File: src/rtl/video_source_switch_pkg.sv
// ----------------------------------------------------------------------------
// vss_pkg
// Shared definitions for the video source switcher:
//   - vss_state_t      : switch FSM states (IDLE, WAIT_VS, BLANK)
//   - seg_idle_default : builds the default blanked segment pattern
//                        (digit selects all 0, segments all 1 = off on an
//                        active-low display)
//   - sel_w            : width of a select bus able to address n sources
// ----------------------------------------------------------------------------
package vss_pkg;

    typedef enum logic [1:0] {
        IDLE    = 2'd0,
        WAIT_VS = 2'd1,
        BLANK   = 2'd2
    } vss_state_t;

    // Low led_w bits set, everything above clear. The caller casts the
    // result to the full {seg_select, seg_LED} width.
    function automatic logic [31:0] seg_idle_default(input int led_w);
        logic [31:0] pat;
        pat = '0;
        for (int i = 0; i < 32; i++) begin
            if (i < led_w) begin
                pat[i] = 1'b1;
            end
        end
        return pat;
    endfunction

    // A single source still gets a 1-bit select so the port never collapses.
    function automatic int sel_w(input int n);
        return (n <= 2) ? 1 : $clog2(n);
    endfunction

endpackage

File: src/rtl/video_source_switch_vs_edge_det.sv
// ----------------------------------------------------------------------------
// vs_edge_det
// Delay flop and falling-edge pulse for the active-low vsync of the source
// currently selected by the switcher.
//
// Ports:
//   clk      in  1  system clock
//   rst_n    in  1  asynchronous active-low reset (delay flop resets to 1,
//                   i.e. sync inactive, so no edge is seen out of reset)
//   vs_in    in  1  vsync of the source driving the outputs this cycle
//   load     in  1  the selected source changes at the coming edge
//   load_val in  1  vsync of the source that becomes selected
//   vs_fall  out 1  combinational pulse: vs_d high and vs_in low
// ----------------------------------------------------------------------------
module vs_edge_det (
    input  logic clk,
    input  logic rst_n,
    input  logic vs_in,
    input  logic load,
    input  logic load_val,
    output logic vs_fall
);

    logic vs_d;

    // When the selection changes, the delay flop is reloaded from the new
    // source so the first comparison after the change is new-vs-new and a
    // level difference between the two sources cannot look like an edge.
    always_ff @(posedge clk or negedge rst_n) begin
        if (!rst_n) begin
            vs_d <= 1'b1;
        end else if (load) begin
            vs_d <= load_val;
        end else begin
            vs_d <= vs_in;
        end
    end

    assign vs_fall = vs_d & ~vs_in;

endmodule

File: src/rtl/video_source_switch.sv
// ----------------------------------------------------------------------------
// video_source_switch
// Frame-synchronous N-source switcher for the VGA and 7-segment outputs.
// A new selection only takes effect on a vsync falling edge of the source
// currently on screen, after which BLANK_FRAMES frames of the new source are
// sent with black RGB and idle segments, so the monitor never sees a torn
// frame.
//
// Optional build macro:
//   SWITCH_TIMEOUT_EN  adds a cycle counter so a dead source (no vsync) cannot
//                      hold the switch in WAIT_VS or BLANK forever; after
//                      TIMEOUT_CYC cycles without a vsync edge the FSM moves on.
//
// Ports:
//   sys_clk     in  1                  system clock (all sources synchronous)
//   sys_rst_n   in  1                  asynchronous active-low reset
//   sel_req     in  SEL_W              requested source, level-sensitive;
//                                      values >= NUM_SRC are ignored
//   src_rgb     in  NUM_SRC*RGB_W      packed RGB, source k at [k*RGB_W +: RGB_W]
//   src_hs      in  NUM_SRC            per-source hsync (active-low)
//   src_vs      in  NUM_SRC            per-source vsync (active-low)
//   src_seg_sel in  NUM_SRC*SEG_SEL_W  packed digit selects
//   src_seg_led in  NUM_SRC*SEG_LED_W  packed segments
//   rgb_out     out RGB_W              registered RGB
//   vga_h       out 1                  registered hsync
//   vga_v       out 1                  registered vsync
//   seg_select  out SEG_SEL_W          registered digit select
//   seg_LED     out SEG_LED_W          registered segments
//   active_src  out SEL_W              source currently driving the syncs
//   switching   out 1                  high while in WAIT_VS or BLANK
// ----------------------------------------------------------------------------
module video_source_switch
    import vss_pkg::*;
#(
    parameter int NUM_SRC      = 4,
    parameter int RGB_W        = 12,
    parameter int SEG_SEL_W    = 4,
    parameter int SEG_LED_W    = 7,
    parameter int BLANK_FRAMES = 2,
    parameter logic [SEG_SEL_W+SEG_LED_W-1:0] SEG_IDLE =
        (SEG_SEL_W+SEG_LED_W)'(seg_idle_default(SEG_LED_W)),
    parameter int TIMEOUT_CYC  = 2_000_000,
    localparam int SEL_W       = sel_w(NUM_SRC)
) (
    input  logic                           sys_clk,
    input  logic                           sys_rst_n,
    input  logic [SEL_W-1:0]               sel_req,
    input  logic [NUM_SRC*RGB_W-1:0]       src_rgb,
    input  logic [NUM_SRC-1:0]             src_hs,
    input  logic [NUM_SRC-1:0]             src_vs,
    input  logic [NUM_SRC*SEG_SEL_W-1:0]   src_seg_sel,
    input  logic [NUM_SRC*SEG_LED_W-1:0]   src_seg_led,
    output logic [RGB_W-1:0]               rgb_out,
    output logic                           vga_h,
    output logic                           vga_v,
    output logic [SEG_SEL_W-1:0]           seg_select,
    output logic [SEG_LED_W-1:0]           seg_LED,
    output logic [SEL_W-1:0]               active_src,
    output logic                           switching
);

    localparam logic [3:0] BLANK_LAST = 4'(BLANK_FRAMES);

    // ------------------------------------------------------------------
    // Unpacked views of the source buses
    // ------------------------------------------------------------------
    logic [RGB_W-1:0]     rgb_arr [NUM_SRC];
    logic [SEG_SEL_W-1:0] ssel_arr[NUM_SRC];
    logic [SEG_LED_W-1:0] sled_arr[NUM_SRC];

    for (genvar k = 0; k < NUM_SRC; k++) begin : g_unpack
        assign rgb_arr[k]  = src_rgb[k*RGB_W +: RGB_W];
        assign ssel_arr[k] = src_seg_sel[k*SEG_SEL_W +: SEG_SEL_W];
        assign sled_arr[k] = src_seg_led[k*SEG_LED_W +: SEG_LED_W];
    end

    // ------------------------------------------------------------------
    // Control state
    // ------------------------------------------------------------------
    vss_state_t       state, state_nxt;
    logic [SEL_W-1:0] active_nxt;
    logic [SEL_W-1:0] pend, pend_nxt;
    logic [3:0]       blank_cnt, blank_cnt_nxt;
    logic             vs_fall;
    logic             tmo;
    logic             sel_ok;

    // Zero-extend before comparing so NUM_SRC == 2**SEL_W is handled.
    assign sel_ok = (32'(sel_req) < 32'(NUM_SRC));

    // ------------------------------------------------------------------
    // Vsync edge of the source on screen
    // ------------------------------------------------------------------
    vs_edge_det u_vs_edge_det (
        .clk      (sys_clk),
        .rst_n    (sys_rst_n),
        .vs_in    (src_vs[active_src]),
        .load     (active_nxt != active_src),
        .load_val (src_vs[active_nxt]),
        .vs_fall  (vs_fall)
    );

    // ------------------------------------------------------------------
    // Optional dead-source timeout
    // ------------------------------------------------------------------
`ifdef SWITCH_TIMEOUT_EN
    localparam int TMO_W = $clog2(TIMEOUT_CYC + 1);

    logic [TMO_W-1:0] tmo_cnt;

    assign tmo = (tmo_cnt == TMO_W'(TIMEOUT_CYC));

    // Restarts on every frame edge and every state change; idles at 0 in IDLE.
    always_ff @(posedge sys_clk or negedge sys_rst_n) begin
        if (!sys_rst_n) begin
            tmo_cnt <= '0;
        end else if (state == IDLE || state_nxt != state || vs_fall) begin
            tmo_cnt <= '0;
        end else if (!tmo) begin
            tmo_cnt <= tmo_cnt + 1'b1;
        end
    end
`else
    localparam int UNUSED_TIMEOUT_CYC = TIMEOUT_CYC;

    assign tmo = 1'b0;
`endif

    // ------------------------------------------------------------------
    // FSM: state register
    // ------------------------------------------------------------------
    always_ff @(posedge sys_clk or negedge sys_rst_n) begin
        if (!sys_rst_n) begin
            state      <= IDLE;
            active_src <= '0;
            pend       <= '0;
            blank_cnt  <= '0;
        end else begin
            state      <= state_nxt;
            active_src <= active_nxt;
            pend       <= pend_nxt;
            blank_cnt  <= blank_cnt_nxt;
        end
    end

    // ------------------------------------------------------------------
    // FSM: next state
    // ------------------------------------------------------------------
    always_comb begin
        state_nxt     = state;
        active_nxt    = active_src;
        pend_nxt      = pend;
        blank_cnt_nxt = blank_cnt;

        case (state)
            // A vsync edge in this same cycle is deliberately ignored: the
            // request still has to wait for the following frame.
            IDLE: begin
                if (sel_ok && sel_req != active_src) begin
                    pend_nxt  = sel_req;
                    state_nxt = WAIT_VS;
                end
            end

            WAIT_VS: begin
                if (sel_ok) begin
                    pend_nxt = sel_req;
                end
                if (sel_ok && sel_req == active_src) begin
                    state_nxt = IDLE;
                end else if (vs_fall || tmo) begin
                    // Use this cycle's request so a late change still wins.
                    active_nxt    = pend_nxt;
                    blank_cnt_nxt = '0;
                    state_nxt     = BLANK;
                end
            end

            // sel_req is not looked at here; IDLE picks up any new request
            // one cycle after blanking ends.
            BLANK: begin
                if (vs_fall) begin
                    blank_cnt_nxt = blank_cnt + 4'd1;
                    if (blank_cnt + 4'd1 == BLANK_LAST) begin
                        state_nxt = IDLE;
                    end
                end else if (tmo) begin
                    state_nxt = IDLE;
                end
            end

            default: begin
                state_nxt = IDLE;
            end
        endcase
    end

    assign switching = (state != IDLE);

    // ------------------------------------------------------------------
    // Output registers
    // Steered by the next-state view so the registered outputs change on the
    // same edge as active_src/state: the cycle after the switching vsync edge
    // already shows the new source's syncs with black RGB.
    // ------------------------------------------------------------------
    always_ff @(posedge sys_clk or negedge sys_rst_n) begin
        if (!sys_rst_n) begin
            rgb_out              <= '0;
            vga_h                <= 1'b1;
            vga_v                <= 1'b1;
            {seg_select, seg_LED} <= SEG_IDLE;
        end else begin
            vga_h <= src_hs[active_nxt];
            vga_v <= src_vs[active_nxt];
            if (state_nxt == BLANK) begin
                rgb_out               <= '0;
                {seg_select, seg_LED} <= SEG_IDLE;
            end else begin
                rgb_out    <= rgb_arr[active_nxt];
                seg_select <= ssel_arr[active_nxt];
                seg_LED    <= sled_arr[active_nxt];
            end
        end
    end

endmodule
File: config.mk
export PLATFORM = sky130hd
export DESIGN_NAME = video_source_switch
export DESIGN_NICKNAME = d
export VERILOG_FILES = /design/src/rtl/video_source_switch_pkg.sv /design/src/rtl/video_source_switch_vs_edge_det.sv /design/src/rtl/video_source_switch.sv
export SDC_FILE = /design/constraint.sdc
export NUM_CORES = 1
export LEC_CHECK = 0
export BUFFER_PORTS_ARGS = -buffer_cell sky130_fd_sc_hd__buf_4
export CAP_MARGIN = 20
export CORE_UTILIZATION = 44
export DETAILED_ROUTE_END_ITERATION = 6
export GPL_TIMING_DRIVEN = 0
export HOLD_SLACK_MARGIN = 0.12
export PLACE_DENSITY = 0.85
export SYNTH_ARGS = -nofsm -noshare
export SYNTH_HDL_FRONTEND = slang
export SYNTH_HIERARCHICAL = 1
export SYNTH_SLANG_ARGS = --single-unit
File: constraint.sdc
create_clock -name sys_clk -period 3.5 [get_ports sys_clk]
set_clock_uncertainty 0.2 [all_clocks]
set_input_delay 0.35 -clock sys_clk [delete_from_list [all_inputs] [get_ports sys_clk]]
set_output_delay 0.35 -clock sys_clk [all_outputs]
set_load 0.02 [all_outputs]
==> impl_metrics.env, run 1 <==
export IMPL_status="finished clean"
export IMPL_p_per_area_nw_per_um2=895
export IMPL_synth_top_flop_cell="dfrtp_1"
export IMPL_routed_wl_mm=7.37
export IMPL_critical_path_slowest_cell="mux4_2"
export IMPL_fin_crit_ns=3.22
export IMPL_p_leak_nw=1.67
export IMPL_crit_family="compound AO/OA/AOI/OAI gates"
export IMPL_grt_first_pass_wirelength_mm=11.3
export IMPL_post_route_util_pct=71.1
export IMPL_area_delta_synth_final_pct=53.1
export IMPL_clk_latency_ns=0.29
export IMPL_async_flop_share_pct=100
export IMPL_h_tree_depth=2
export IMPL_synth_cell_types=33
export IMPL_tns_ns=0
export IMPL_period_share_pct=92.1
export IMPL_die_h_um=73.3
export IMPL_ys_ff_latch=34
export IMPL_fin_cells=457
export IMPL_clock_sinks=34
export IMPL_coreArea_um2=4820
export IMPL_rows=25
export IMPL_cp_arrival_ns=3.23
export IMPL_ios=132
export IMPL_wire_per_inst_um=16.1
export IMPL_ctsResizeCount=0
export IMPL_final_nets=495
export IMPL_synth_area_um2=2240
export IMPL_hold_ws_ns=0.125
export IMPL_rsz0062_at_grt="no"
export IMPL_yosysWarnings=6
export IMPL_grt_max_degree=35
export IMPL_syn_inst=250
export IMPL_io_buffers=131
export IMPL_cp_end_kind="flop"
export IMPL_grt_pass1_vias=2397
export IMPL_path_buf_inv=4
export IMPL_p_total_mw=3.06
export IMPL_finalSetupViolations=0
export IMPL_diodes=0
export IMPL_clock_path_buffers=2
export IMPL_fp_dieArea_um2=5370
export IMPL_tritoncts="built"
export IMPL_place_area_um2=3300
export IMPL_fmax_mhz=310
export IMPL_r2r_start="active_src[0]"
export IMPL_viasPerCell=5.41
export IMPL_dp_cells=448
export IMPL_worst_pin_slew_ns=0.562
export IMPL_ant_nets=0
export IMPL_slew_viol_final=0
export IMPL_track_usage_pct=28.1
export IMPL_root_buffer="clkbuf_8"
export IMPL_worstSetupPathType="reg2reg"
export IMPL_cp_data_required_time_ns=3.50
export IMPL_cts_buffers=5
export IMPL_grt_antenna_before_repair=0
export IMPL_drc=0
export IMPL_grt_overflow=0
export IMPL_cts_hold_fix_buffers=1
export IMPL_post_place_ws_ns=0.311
export IMPL_hold_class="in2reg"
export IMPL_ir_drop_mv=0.528
export IMPL_max_stage_delay_ns=0.52
export IMPL_path_max_fanout=10
export IMPL_fin_area_um2=3420
export IMPL_post_cts_buffers=0
export IMPL_place_congestion=0.887
export IMPL_avgSynthCellArea_um2=8.94
export IMPL_cp_start_kind="flop"
export IMPL_via_count=2472
export IMPL_finalHoldViolations=0
export IMPL_clkTransAtPathRegs_ns=0.07
export IMPL_hold_path_startpoint="src_rgb[7]"
export IMPL_syn_nets=356
export IMPL_final_setup_worst_slack_ns=0.276
export IMPL_drive_gt1_share_pct=43.6
export IMPL_initial_utilization_pct=46.4
export IMPL_dr_first_iter_drc_count=144
export IMPL_die_w_um=73.3
export IMPL_timing_slew_headroom_pct=62.1
export IMPL_hpwl_mm=5.55
export IMPL_path_cells="buf_4 -> mux4_2 -> nor2b_1 -> buf_6 -> nand3b_1 -> a21oi_4 -> inv_2 -> clkbuf_1 -> a211oi_1 -> o21ai_1"
export IMPL_synth_edf_count=0
export IMPL_drt_pass1_iterations=4
export IMPL_ys_seq_area_share_pct=38.6
export IMPL_startpoint="active_src[0]"
export IMPL_drv_cap=0
## tightest hold or removal path, delay by kind of cell
kind / cells / cell delay (ns)
buf+inv: 1 / 0.11
compound gates: 1 / 0.08
simple gates: 1 / 0.04
## synthesized netlist by cell type, types with 2 or more instances
library cell,number,area (um^2)
buf_2,9,45.0
a211oi_1,61,458
xnor2_1,4,35.0
dfstp_2,10,263
dfrtp_1,24,601
a22o_1,2,17.5
ha_1,2,25.0
o21ai_1,7,35.0
mux2i_1,8,80.1
nor2b_1,3,18.8
inv_1,33,124
nand2_1,34,128
a311oi_1,17,149
a31oi_1,2,12.5
clkbuf_1,12,45.0
inv_2,2,7.51
buf_6,4,45.0
## cell usage in the layout (no fill, tap or decap)
master	Yosys	final
clkbuf_1	12	12
dlygate4sd3_1	0	1
mux4_2	1	1
a211oi_1	61	61
a22o_1	2	2
clkbuf_8	0	8
inv_1	33	33
a21o_1	1	1
nor2b_1	3	3
or2_2	1	1
o21ai_0	1	1
o22ai_2	1	1
and2_1	1	1
xnor2_1	4	4
mux2_4	1	1
nand4_1	1	1
o2bb2ai_1	1	1
buf_2	9	9
nand3b_1	1	1
and4b_1	1	1
mux2i_1	8	8
buf_6	4	4
a311oi_1	17	17
nand3_1	1	1
o22ai_1	1	1
ha_1	2	2
buf_4	1	132
a21oi_1	1	1
a21oi_4	1	1
dfrtp_1	24	24
o21ai_1	7	7
inv_2	2	2
a31oi_1	2	2
dfstp_2	10	10
nand2_1	34	34
## cells by family after synthesis
family	share of synthesized area, %
flops	38.6
simple gates	8.39
fa+ha+maj	1.12
mux	5.26
buf+inv	12.3
xor+xnor	1.57
compound gates	32.8
## sequential cells by signal, indices dropped and copies added, names as in the netlist
name,cells
u_vs_edge_det/vs_d,1
active_src,2
vga_h,1
state,2
blank_cnt,4
rgb_out,12
seg_select,4
vga_v,1
seg_LED,7
## power breakdown
group          internal [mW]  total (mW)  switching, mW
Clock                  0.199       0.350          0.151
Sequential             0.644       0.728         0.0837
Combinational          0.830        1.99           1.16
Total                   1.67        3.06           1.39
## metal layers
metal | track usage, % | wire length (um) | vias up
li1 | - | - | 1199
met1 | 35.0 | 3010 | 1170
met2 | 47.5 | 3760 | 93
met3 | 7.54 | 461 | 10
met4 | 8.28 | 138 | 0
met5 | 0 | 0 | -
## cell type report
type                       instances  area (um^2)
tap                               67         83.8
sequential                        34          863
timing repair buffer             132          993
fill                             424         1390
buffer                            26          143
clock buffer                       8          110
multi-input combinational        155         1100
inverter                          35          131
## final timing paths
path | to | slack [ns] | cells past startpoint
worst max-delay path | seg_LED[6] | 0.28 | 10
worst min-delay path | rgb_out[7] | 0.12 | 3
worst max register to register | seg_LED[6] | 0.28 | 10
worst min register to register | blank_cnt[3] | 0.35 | 1
max in group asynchronous | vga_h | 2.39 | 2
min in group asynchronous | rgb_out[0] | 0.35 | 2
Power figures use the tool's default switching activity.
==> run 2: changes to the inputs <==
- RECOVER_POWER: default -> 25
==> run 2 against run 1 <==
  * Largest power group unchanged
  * Sequential share of layout area barely moved
  * Worst hold slack is essentially flat
  * Largest cell class unchanged
  * The run now ends with max-capacitance violations, max-slew violations left
  * Count of clock-buffer cells in the layout is the same
==> impl_metrics.env, run 2 (synthesis results as in run 1) <==
export IMPL_status="finished with violations"
export IMPL_violations="max-capacitance violations, max-slew violations"
export IMPL_final_common_cell="buf_4"
export IMPL_drive_gt1_share_pct=43.3
export IMPL_ant_nets=0
export IMPL_grt_antenna_before_repair=0
export IMPL_clock_path_buffers=2
export IMPL_p_per_area_nw_per_um2=896
export IMPL_die_h_um=73.3
export IMPL_die_w_um=73.3
export IMPL_fin_crit_ns=3.22
export IMPL_r2r_cells=10
export IMPL_period_share_pct=92.1
export IMPL_hold_path_startpoint="src_rgb[7]"
export IMPL_final_cell_mix="buf_4 (131), a211oi_1 (61), nand2_1 (34), inv_1 (33), dfrtp_1 (24)"
export IMPL_place_congestion=0.887
export IMPL_fin_area_um2=3420
export IMPL_hpwl_mm=5.55
export IMPL_initial_utilization_pct=46.4
export IMPL_ios=132
export IMPL_cts_hold_fix_buffers=1
export IMPL_drc=0
export IMPL_cp_data_required_time_ns=3.50
export IMPL_root_buffer="clkbuf_8"
export IMPL_dr_first_iter_drc_count=144
export IMPL_p_leak_nw=1.66
export IMPL_clock_sinks=34
export IMPL_ctsResizeCount=0
export IMPL_cp_arrival_ns=3.23
export IMPL_fmax_mhz=310
export IMPL_rsz0062_at_grt="no"
export IMPL_reg_top3="rgb_out x12, seg_LED x7"
export IMPL_grt_overflow=0
export IMPL_regMostFlops="rgb_out"
export IMPL_grt_first_pass_wirelength_mm=11.3
export IMPL_diodes=0
export IMPL_hold_class="in2reg"
export IMPL_via_count=2470
export IMPL_finalSetupViolations=0
export IMPL_io_buffers=131
export IMPL_slew_viol_final=35
export IMPL_path_max_fanout=10
export IMPL_timing_slew_headroom_pct=-30.6
export IMPL_grt_pass1_vias=2397
export IMPL_final_nets=495
export IMPL_viasPerCell=5.40
export IMPL_r2r_slack_ns=0.28
export IMPL_min_to="rgb_out[7]"
export IMPL_drt_pass1_iterations=4
export IMPL_cts_buffers=5
export IMPL_cp_end_kind="flop"
export IMPL_area_delta_synth_final_pct=52.9
export IMPL_worstSetupPathType="reg2reg"
export IMPL_worst_pin_slew_ns=1.96
export IMPL_clkTransAtPathRegs_ns=0.07
export IMPL_cp_start_kind="flop"
export IMPL_grt_max_degree=35
export IMPL_r2r_start="active_src[0]"
export IMPL_tritoncts="built"
export IMPL_tns_ns=0
export IMPL_wire_per_inst_um=16.2
export IMPL_clk_latency_ns=0.29
export IMPL_largest_reg_flops=12
export IMPL_coreArea_um2=4820
export IMPL_place_area_um2=3300
export IMPL_routed_wl_mm=7.38
export IMPL_rows=25
export IMPL_hold_depth=3
export IMPL_fp_dieArea_um2=5370
export IMPL_post_cts_buffers=0
export IMPL_track_usage_pct=28.1
export IMPL_ir_drop_mv=0.528
export IMPL_finalHoldViolations=0
export IMPL_drv_cap=1
export IMPL_h_tree_depth=2
export IMPL_r2r_end="seg_LED[6]"
## run 2: changes by cell type in the layout (fill, tap and decap cells not counted), sizes merged
cell / previous run / this run
clkbuf: 20 / 21
buf: 145 / 144
## run 2: cell type report
cell class	instances	area, um^2
flip-flops and latches	34	863
repair buffers	132	990
multi-input cells	155	1100
inverters	35	131
well taps	67	83.8
plain buffers	26	143
clock buffers	8	110
fillers	423	1400
## run 2: how the worst max path moves through the flow
stage                             start                 end  slack, ns  depth (start not counted)
after CTS                 active_src[0]  u_vs_edge_det/vs_d       0.29                         11
after detailed placement  active_src[0]  u_vs_edge_det/vs_d       0.31                         11
after global placement    active_src[0]  u_vs_edge_det/vs_d       0.43                         11
final                     active_src[0]          seg_LED[6]       0.28                         10
after floorplan           active_src[0]  u_vs_edge_det/vs_d       0.60                         11
after global routing      active_src[0]  u_vs_edge_det/vs_d       0.10                         11
## run 2: through the flow
stage / hold WS (ns) / setup WS (ns) / util [%] / power (mW) / std cells
after detailed placement: 0.129 / 0.311 / 68.6 / 2.71 / 448
after CTS: 0.121 / 0.290 / 71.1 / 3.06 / 457
final: 0.125 / 0.275 / 71.0 / 3.06 / 457
after floorplan: -0.146 / 0.596 / - / 2.04 / 250
after global placement: 0.122 / 0.431 / 68.6 / 2.66 / 448
after global routing: 0.124 / 0.102 / 71.0 / 3.27 / 457
## run 2: power breakdown
part	total [mW]	switching [mW]	internal, mW
Clock	0.349	0.151	0.199
Combinational	1.99	1.16	0.830
Sequential	0.728	0.0837	0.644
## run 2: layer usage
| layer | share of wire [%] | wire length, um | GRT usage, % | vias to the layer above |
|---|---|---|---|---|
| met3 | 6.3 | 464 | 7.54 | 10 |
| met5 | 0 | 0 | 0 | - |
| li1 | - | - | - | 1199 |
| met1 | 41 | 3020 | 35.0 | 1166 |
| met4 | 1.9 | 138 | 8.28 | 0 |
| met2 | 51 | 3760 | 47.5 | 95 |
## run 2: worst max-delay path, stage by stage (launching register included)
cell and delay [ns]:
dfrtp_1 0.35, buf_4 0.17, mux4_2 0.52, nor2b_1 0.20
buf_6 0.16, nand3b_1 0.23, a21oi_4 0.39, inv_2 0.07
clkbuf_1 0.25, a211oi_1 0.45, o21ai_1 0.13
==> run 3: changes to the inputs <==
--- a/config.mk
+++ b/config.mk
@@ -8,9 +8,11 @@
 export BUFFER_PORTS_ARGS = -buffer_cell sky130_fd_sc_hd__buf_4
 export CAP_MARGIN = 20
-export CORE_UTILIZATION = 44
+export CELL_PAD_IN_SITES_DETAIL_PLACEMENT = 1
+export CELL_PAD_IN_SITES_GLOBAL_PLACEMENT = 2
+export CORE_UTILIZATION = 25
 export DETAILED_ROUTE_END_ITERATION = 6
 export GPL_TIMING_DRIVEN = 0
 export HOLD_SLACK_MARGIN = 0.12
-export PLACE_DENSITY = 0.85
+export PLACE_DENSITY = 0.89
 export RECOVER_POWER = 25
 export SYNTH_ARGS = -nofsm -noshare
==> constraint.sdc (replaced) <==
create_clock -name sys_clk -period 4 [get_ports sys_clk]
set_clock_uncertainty 0.2 [all_clocks]
set_input_delay 0.2 -clock sys_clk [delete_from_list [all_inputs] [get_ports sys_clk]]
set_output_delay 0.2 -clock sys_clk [all_outputs]
set_load 0.02 [all_outputs]
==> run 3 against run 2 <==
  * The flow still finishes with violations (max-capacitance violations, max-slew violations)
  * Worst setup slack better by 0.029 ns
  * Design area rose by 19%
  * Combinational power increased by 10%
  * Total power rose by 5.6%
  * Critical path type unchanged
  * Die area is 74% higher
  * Cell count increased by 21%
  * Critical endpoint is now u_vs_edge_det/vs_d
  * Core utilization is 24 points lower
  * First-iteration DRC count fell by 81%
  * Worst hold slack better by 0.066 ns
  * Sequential power decreased by 12%
  * Largest power group unchanged
  * Sequential cell count did not move
  * Highest routed layer unchanged
==> impl_metrics.env, run 3 (synthesis results as in run 1) <==
export IMPL_cp_start_kind="flop"
export IMPL_root_buffer="clkbuf_8"
export IMPL_cts_buffers=5
export IMPL_fin_crit_ns=3.70
export IMPL_track_usage_pct=20.6
export IMPL_ant_nets=0
export IMPL_slew_viol_final=35
export IMPL_path_cells="buf_4 -> mux4_2 -> nor2b_1 -> buf_6 -> nand3b_1 -> mux2i_1 -> inv_1 -> buf_2 -> mux2i_1 -> dlygate4sd3_1 -> mux2i_1 -> mux2_4"
export IMPL_routed_wl_mm=9.29
export IMPL_clk_latency_ns=0.29
export IMPL_clock_path_buffers=2
export IMPL_crit_family="multiplexers"
export IMPL_finalHoldViolations=0
export IMPL_period_share_pct=92.4
export IMPL_worstSetupPathType="reg2reg"
export IMPL_path_max_fanout=10
export IMPL_die_w_um=96.6
export IMPL_place_area_um2=3350
export IMPL_final_common_cell="buf_4"
export IMPL_max_stage_delay_ns=0.57
export IMPL_timing_slew_headroom_pct=-34.6
export IMPL_p_sw_mw=1.33
export IMPL_drt_pass1_iterations=4
export IMPL_violations="max-capacitance violations, max-slew violations"
export IMPL_wire_per_inst_um=16.7
export IMPL_power_frac_comb_pct=67.7
export IMPL_critical_path_slowest_cell="dlygate4sd3_1"
export IMPL_regMostFlops="rgb_out"
export IMPL_grt_antenna_before_repair=0
export IMPL_drv_cap=1
export IMPL_p_per_area_nw_per_um2=795
export IMPL_ir_drop_mv=0.294
export IMPL_fin_area_um2=4070
export IMPL_diodes=0
export IMPL_clkTransAtPathRegs_ns=0.08
export IMPL_tritoncts="built"
export IMPL_cp_arrival_ns=3.72
export IMPL_grt_first_pass_wirelength_mm=14.4
export IMPL_grt_pass1_vias=2950
export IMPL_clock_sinks=34
export IMPL_worst_pin_slew_ns=2.02
export IMPL_place_congestion=0.718
export IMPL_finalSetupViolations=0
export IMPL_initial_utilization_pct=25.8
export IMPL_swShare_pct=41.2
export IMPL_grt_overflow=0
export IMPL_ios=132
export IMPL_hold_class="in2reg"
export IMPL_p_total_mw=3.23
export IMPL_rows=34
export IMPL_coreArea_um2=8680
export IMPL_internal_power_mw=1.90
export IMPL_pwr_share_seq_pct=19.7
export IMPL_via_count=2719
export IMPL_cp_common_cell="mux2i_1"
export IMPL_ctsResizeCount=0
export IMPL_drive_gt1_share_pct=38.5
export IMPL_reg_top3="rgb_out x12, seg_LED x7"
export IMPL_tns_ns=0
export IMPL_area_delta_synth_final_pct=81.9
export IMPL_cp_data_required_time_ns=4.02
export IMPL_final_cell_mix="buf_4 (134), a211oi_1 (61), dlygate4sd3_1 (55), nand2_1 (34), inv_1 (33)"
export IMPL_path_buf_inv=5
export IMPL_drc=0
export IMPL_largest_reg_flops=12
export IMPL_rsz0062_at_grt="no"
export IMPL_fillers=1046
export IMPL_viasPerCell=4.90
export IMPL_dr_first_iter_drc_count=28
export IMPL_hpwl_mm=6.59
export IMPL_dp_cells=489
export IMPL_pwr_share_clk_pct=12.6
export IMPL_status="finished with violations"
export IMPL_fp_dieArea_um2=9330
export IMPL_p_leak_nw=1.92
export IMPL_h_tree_depth=2
export IMPL_fin_cells=555
export IMPL_cp_end_kind="flop"
export IMPL_final_nets=552
export IMPL_grt_max_degree=35
export IMPL_fmax_mhz=271
export IMPL_die_h_um=96.6
export IMPL_io_buffers=131
-- run 3: cell count changes in the layout (fill, tap and decap cells not counted) --
cell and delta:
clkbuf_8 -2, bufinv_16 +2, dlygate4sd3_1 +54, buf_4 +3
-- run 3: timing repair --
action | in CTS | in global routing
hold endpoints to repair | 59 | 0
buffers inserted | 0 | 3
hold buffers | 55 | 0
setup endpoints to repair | 0 | 1
-- run 3: area by class of cell --
cell class                 instances  area [um^2]  area share [%]
multi-input combinational        155         1100            27.0
inverter                          35          131            3.23
sequential                        34          863            21.2
buffer                            26          143            3.51
timing repair buffer             189         1550            38.2
tap                              108          135            3.32
clock buffer                       6         82.6            2.03
clock inverter                     2         60.1            1.48
-- run 3: per-stage QoR --
step	util (%)	hold WS [ns]	worst slack (ns)
4_1_cts	46.6	0.180	0.211
5_1_grt	46.9	0.204	0.0310
3_5_place_dp	38.7	-0.00348	0.777
6_report	46.9	0.191	0.304
3_3_place_gp	38.7	-0.0165	0.816
2_1_floorplan	-	-0.296	1.10
-- run 3: power groups by stage --
stage / registers (mW) / clock network (mW) / logic [mW]
final: 0.638 / 0.407 / 2.19
after CTS: 0.641 / 0.419 / 2.15
after detailed placement: 0.647 / 0 / 1.78
after floorplan: 0.817 / 0 / 0.971
after global placement: 0.640 / 0 / 1.73
after global routing: 0.657 / 0.430 / 2.37
-- run 3: path summary, 6_finish.rpt --
path	depth (start not counted)	to	slack, ns	from
max in group asynchronous	2	state[0]	1.62	sys_rst_n
min	4	state[0]	0.19	sel_req[0]
min reg2reg	1	blank_cnt[3]	0.34	blank_cnt[3]
min in group asynchronous	2	blank_cnt[2]	0.83	sys_rst_n
max	12	u_vs_edge_det/vs_d	0.30	active_src[0]
max reg2reg	12	u_vs_edge_det/vs_d	0.30	active_src[0]
-- run 3: routing by layer --
metal	vias to the layer above	wire [um]	GRT usage [%]
li1	1302	-	-
met1	1314	3650	23.9
met2	89	4970	37.7
met3	14	487	3.91
met4	0	183	7.23
met5	-	0	0
-- run 3: worst min-delay path: stages --
cell,delay [ns]
buf_4,0.09
xnor2_1,0.13
a21oi_1,0.08
and2_1,0.14
